**src/rtl/uart_pkg.sv**
```systemverilog
// Shared UART types and defaults for the receive front end and the baud tick generator.
// With UART_RX_PARITY_EN defined, the FSM state set includes the PARITY state.
package uart_pkg;

  typedef enum logic [2:0] {
    ST_IDLE   = 3'd0,
    ST_START  = 3'd1,
    ST_DATA   = 3'd2,
`ifdef UART_RX_PARITY_EN
    ST_PARITY = 3'd3,
`endif
    ST_STOP   = 3'd4
  } rx_state_t;

  localparam int DIV_DEFAULT = 27;
  localparam int OVS_DEFAULT = 16;
  localparam int OVS_MID     = OVS_DEFAULT / 2 - 1;

  // Sample index that lands in the middle of a bit for a given oversampling ratio.
  function automatic int ovs_mid(input int ovs);
    return ovs / 2 - 1;
  endfunction

endpackage

```
**src/rtl/uart_baud_tick.sv**
```systemverilog
// Free-running oversample tick generator: one-cycle tick every DIV clocks.
// Shared between the receive front end and the transmitter.
module uart_baud_tick #(
  parameter int DIV = uart_pkg::DIV_DEFAULT
) (
  input  logic clk_i,
  input  logic rst_i,
  output logic tick_o
);

  localparam int CW = (DIV > 1) ? $clog2(DIV) : 1;
  localparam logic [CW-1:0] CNT_LAST = CW'(DIV - 1);

  logic [CW-1:0] cnt;

  always_ff @(posedge clk_i or negedge rst_i) begin
    if (!rst_i) begin
      cnt <= '0;
    end else if (cnt == CNT_LAST) begin
      cnt <= '0;
    end else begin
      cnt <= cnt + 1'b1;
    end
  end

  assign tick_o = (cnt == CNT_LAST);

endmodule

```
**src/rtl/uart_rx_frontend.sv**
```systemverilog
// 16x-oversampled UART receiver (8N1) writing good bytes into the RX FIFO.
// Define UART_RX_PARITY_EN for 8E1 framing with an even-parity check.
module uart_rx_frontend
  import uart_pkg::*;
#(
  parameter int n   = 8,
  parameter int DIV = DIV_DEFAULT,
  parameter int OVS = OVS_DEFAULT
) (
  input  logic         clk_i,
  input  logic         rst_i,
  input  logic         Rx_i,
  input  logic         fl_full_i,
  output logic [n-1:0] wr_o,
  output logic         ena_wr_o,
  output logic         fr_err_o,
  output logic         ovf_err_o,
  output logic         busy_o
);

  localparam int SW = $clog2(OVS);
  localparam int BW = (n > 1) ? $clog2(n) : 1;
  localparam logic [SW-1:0] SAMP_MID  = SW'(ovs_mid(OVS));
  localparam logic [SW-1:0] SAMP_LAST = SW'(OVS - 1);
  localparam logic [BW-1:0] BIT_LAST  = BW'(n - 1);

  logic          rx_meta;
  logic          rx_s;
  logic          tick;
  logic          armed;
  logic [SW-1:0] samp_cnt;
  logic [BW-1:0] bit_cnt;
  logic [n-1:0]  shreg;
`ifdef UART_RX_PARITY_EN
  logic          par_bit;
`endif
  rx_state_t     state;
  rx_state_t     state_nxt;
  logic          mid_hit;
  logic          samp_done;
  logic          bit_last;
  logic          stop_good;
  logic          ena_nxt;
  logic          fr_nxt;
  logic          ovf_nxt;

  always_ff @(posedge clk_i or negedge rst_i) begin
    if (!rst_i) begin
      rx_meta <= 1'b1;
      rx_s    <= 1'b1;
    end else begin
      rx_meta <= Rx_i;
      rx_s    <= rx_meta;
    end
  end

  uart_baud_tick #(
    .DIV (DIV)
  ) u_baud_tick (
    .clk_i  (clk_i),
    .rst_i  (rst_i),
    .tick_o (tick)
  );

  assign mid_hit   = tick && (samp_cnt == SAMP_MID);
  assign samp_done = tick && (samp_cnt == SAMP_LAST);
  assign bit_last  = (bit_cnt == BIT_LAST);
`ifdef UART_RX_PARITY_EN
  assign stop_good = rx_s && !(^{shreg, par_bit});
`else
  assign stop_good = rx_s;
`endif

  always_ff @(posedge clk_i or negedge rst_i) begin
    if (!rst_i) begin
      state <= ST_IDLE;
    end else begin
      state <= state_nxt;
    end
  end

  always_comb begin
    state_nxt = state;
    unique case (state)
      ST_IDLE:   if (armed && !rx_s) state_nxt = ST_START;
      ST_START:  if (mid_hit) state_nxt = rx_s ? ST_IDLE : ST_DATA;
`ifdef UART_RX_PARITY_EN
      ST_DATA:   if (samp_done && bit_last) state_nxt = ST_PARITY;
      ST_PARITY: if (samp_done) state_nxt = ST_STOP;
`else
      ST_DATA:   if (samp_done && bit_last) state_nxt = ST_STOP;
`endif
      ST_STOP:   if (samp_done) state_nxt = ST_IDLE;
      default:   state_nxt = ST_IDLE;
    endcase
  end

  // Exactly one verdict per character, taken on the mid-stop sample.
  always_comb begin
    ena_nxt = 1'b0;
    fr_nxt  = 1'b0;
    ovf_nxt = 1'b0;
    if (state == ST_STOP && samp_done) begin
      if (!stop_good) begin
        fr_nxt = 1'b1;
      end else if (fl_full_i) begin
        ovf_nxt = 1'b1;
      end else begin
        ena_nxt = 1'b1;
      end
    end
  end

  always_ff @(posedge clk_i or negedge rst_i) begin
    if (!rst_i) begin
      wr_o      <= '0;
      ena_wr_o  <= 1'b0;
      fr_err_o  <= 1'b0;
      ovf_err_o <= 1'b0;
      busy_o    <= 1'b0;
    end else begin
      ena_wr_o  <= ena_nxt;
      fr_err_o  <= fr_nxt;
      ovf_err_o <= ovf_nxt;
      busy_o    <= (state_nxt != ST_IDLE);
      if (ena_nxt) wr_o <= shreg;
    end
  end

  // A low stop sample disarms start detection until the line returns high (break handling).
  always_ff @(posedge clk_i or negedge rst_i) begin
    if (!rst_i) begin
      samp_cnt <= '0;
      bit_cnt  <= '0;
      armed    <= 1'b1;
    end else if (state == ST_IDLE) begin
      samp_cnt <= '0;
      bit_cnt  <= '0;
      if (rx_s) armed <= 1'b1;
    end else if (tick) begin
      if ((state == ST_START && mid_hit) || samp_done) begin
        samp_cnt <= '0;
      end else begin
        samp_cnt <= samp_cnt + 1'b1;
      end
      if (state == ST_DATA && samp_done) bit_cnt <= bit_cnt + 1'b1;
      if (state == ST_STOP && samp_done) armed <= rx_s;
    end
  end

  always_ff @(posedge clk_i) begin
    if (state == ST_DATA && samp_done) shreg <= {rx_s, shreg[n-1:1]};
`ifdef UART_RX_PARITY_EN
    if (state == ST_PARITY && samp_done) par_bit <= rx_s;
`endif
  end

endmodule

```
**config.mk**
```make
export PLATFORM = sky130hd
export DESIGN_NAME = uart_rx_frontend
export DESIGN_NICKNAME = d
export VERILOG_FILES = /design/src/rtl/uart_pkg.sv /design/src/rtl/uart_baud_tick.sv /design/src/rtl/uart_rx_frontend.sv
export SDC_FILE = /design/constraint.sdc
export NUM_CORES = 1
export LEC_CHECK = 0
export ABC_AREA = 1
export CORE_ASPECT_RATIO = 0.9
export CORE_UTILIZATION = 50
export DETAILED_ROUTE_END_ITERATION = 16
export HOLD_SLACK_MARGIN = 0.03
export PLACE_DENSITY = 0.74
export RECOVER_POWER = 25
export SLEW_MARGIN = 20
export SYNTH_ARGS = -nofsm -noshare
export SYNTH_HDL_FRONTEND = slang
export SYNTH_SLANG_ARGS = --single-unit
```
**constraint.sdc**
```tcl
create_clock -name clk_i -period 1.65 [get_ports clk_i]
set_input_delay 0.4125 -clock clk_i [delete_from_list [all_inputs] [get_ports clk_i]]
set_output_delay 0.4125 -clock clk_i [all_outputs]
set_load 0.005 [all_outputs]
```
==> run summary <==
DR WL/cell = 12.25 microns
Die Ht = 56.05 microns
Global-route wire length before repair = 4.636 mm
Via/cell ratio = 5.070
Via Count = 1166
Clock Skew = 0.005270 ns
Minimum clock period = 1.615 ns
Hold endpoint = rx_s$_DFF_PN1_
Vias in the first global route = 1096
Area leader, netlist = dfrtp_1
Syn. warnings = 0
Final setup viols = 0
Hold Crit Class = reg -> reg
Worst Tran Pin Value = 0.7307 ns
ANT cells = 0
Layout fillers = 228
Overflow after GRT = 0
Max Slew Vio Count = 0
CP arrival = 1.20 ns
WL final = 2.818 mm
Synth area leaders = dfrtp_1 (42%), edfxtp_1 (15%), nand2_1 (6.9%)
Remaining DRCs = 0
Initial Utilization = 0.5292
Die area = 3478 sq um
1st-iter DRT viols = 48
WHS Path Cells = 0
Placed cell count = 215
Crit Path Max Fanout = 2
Top FF cell, synth = dfrtp_1
FMAX = 619.1 MHz
Worst Reg-to-Reg Cells = 9
Max stage delay cell, worst path = clkdlybuf4s50_1
Final hold viol count = 0
RSZ-0062 raised after global routing = true
Multi-input logic area = 581.8 sq um
Power Dens Cells = 753.4 nW/um^2
Hold WS = 0.3634 ns
Clk pin slew, worst setup/hold paths = 0.10 ns
Antenna violations before repair = 0
Cts bufs inserted = 5
Commonest cells in the netlist = nand2_1 (30), dfrtp_1 (27), inv_1 (19), nand3_1 (19), nor2_1 (10)
First drt pass iteration count = 4
RR Endpoint = ovf_err_o$_DFF_PN0_
Status = finished, final reports clean
Reg-to-reg startpoint = u_baud_tick.cnt[0]$_DFF_PN0_
Slew headroom = 0.5129
Non-filler cells, final = 230
Total track usage = 0.1888
IO Pins = 16
CP Cell Sequence = clkdlybuf4s50_1
Delay-heaviest family, CP = buffers and inverters
MaxCap Viol Count = 0
Max incr delay on CP = 0.50 ns
Register area share after synthesis = 0.6130
VDD IR max = 705.7 uV
CTS tree = yes
Synth Instances = 155
Final worst slack = 0.03469 ns
P_leak = 1.028 nW
Asr flop ratio synth = 0.7895
Crit. End Element = output pin
Share of layout cells above drive strength 1 = 0.1755
#FFs+latches synth = 38
Crit Path Category = reg -> out
Tcrit/Tclk final = 0.9790
Syn Nets = 164
Hold_buf cts = 0
Clk_lat worst skew = 0.34 ns
Final core utilization = 0.6565
Width of the die = 62.05 microns
Register Area = 994.7 sq um
Nets = 196
Min-delay src = rx_meta$_DFF_PN1_
Reg2Reg Setup Slack = 0.07 ns
Startpoint type of the worst setup path = flip-flop
Antenna viol nets, final = 0
Largest net degree at the start of global routing = 31
Root Buffer = clkbuf_4
Dpl hpwl = 1.959 mm
Synthesized area per cell = 10.47 sq um
Post-synth EDFFs = 8
Max Buffers Root-to-Sink = 2
Clk sink count = 38
Row count = 19
Unique masters post-synth = 25
Final GP Congestion = 0.8385
Synthesized area = 1623 sq um
Most frequent cell after synthesis = nand2_1
Core area = 3067 sq um
P&R area growth vs syn = 24.06%
Post-synth top area share = 0.4163
Critical path required time = 1.24 ns
CTS H-Tree Depth = 2
DP Worst Slack = 0.08100 ns
Worst Path Buf+Inv = 1
Port Buf Inserts = 15
[per-layer routing]
layer | track usage | part of all wire | up-vias
met4 | 0.1079 | 0.020 | 0
met5 | 0 | 0 | -
met1 | 0.2484 | 0.45 | 568
met2 | 0.2781 | 0.49 | 21
met3 | 0.04884 | 0.038 | 7
li1 | - | - | 570
[report_power, final]
group | leakage, nW | internal (W) | total (W) | switching [W]
clock | 0.0297 | 0.000160 | 0.000443 | 0.000283
sequential | 0.457 | 0.000974 | 0.000987 | 0.0000134
combinational | 0.541 | 0.0000280 | 0.0000863 | 0.0000583
total | 1.03 | 0.00116 | 0.00152 | 0.000355
[cells by family after synthesis]
kind of cell,synth area share
buf+inv,0.05551
fa+ha+maj,0.03855
xor+xnor,0.01080
compound gates,0.04780
flops,0.6130
simple gates,0.2344
[worst max path at each step]
stage	cells past startpoint	to	from	slack [ns]
final	1	wr_o[7]	wr_o[7]$_DFFE_PN0P_	0.03
after global routing	9	wr_o[4]$_DFFE_PN0P_	u_baud_tick.cnt[0]$_DFF_PN0_	-0.03
after CTS	1	wr_o[6]	wr_o[6]$_DFFE_PN0P_	0.008
after detailed placement	7	shreg[7]$_DFFE_PP_	u_baud_tick.cnt[0]$_DFF_PN0_	0.08
after global placement	7	shreg[7]$_DFFE_PP_	u_baud_tick.cnt[0]$_DFF_PN0_	0.13
after floorplan	6	shreg[0]$_DFFE_PP_	u_baud_tick.cnt[0]$_DFF_PN0_	0.03
[registers in the layout (all words and copies together), names as in the netlist, 3 cells and up]
register,flops
samp_cnt,4
wr_o,8
shreg,8
state,3
bit_cnt,3
u_baud_tick.cnt,5
[timing repair]
action | CTS | global route
gates resized for setup | 0 | 14
setup buffers | 0 | 6
endpoints found under the setup margin | 0 | 26
[metrics by stage]
step	power, W	TNS (ns)	instance area (sq um)
global placement	0.001085	0	1857
global route	0.001577	-0.1357	2013
finish	0.001517	0	2013
detailed placement	0.001091	0	1857
floorplan	0.001046	0	1623
CTS	0.001535	0	1907
[layout make-up]
cell class                 instances  area share
clock inverter                     2    0.004351
clock buffer                       6     0.02051
tap                               42     0.02610
timing repair buffer              25      0.1268
multi-input combinational         96      0.2890
sequential                        38      0.4941
inverter                          21     0.03915
[layout by cell type, fill, tap and decap left out, drive strengths merged]
master          n
nor3            2
dlymetal6s2s    5
nand3          21
nand4           2
xor2            2
nand2          33
o21bai          1
dfstp           3
clkdlybuf4s50   8
buf             9
nor2           14
or2             1
clkbuf          7
dfrtp          27
inv            21
nand3b          1
a21oi           4
clkinv          2
ha              5
dlygate4sd3     2
edfxtp          8
o21ai          10
Note: power is estimated with default switching activity, not from simulation.
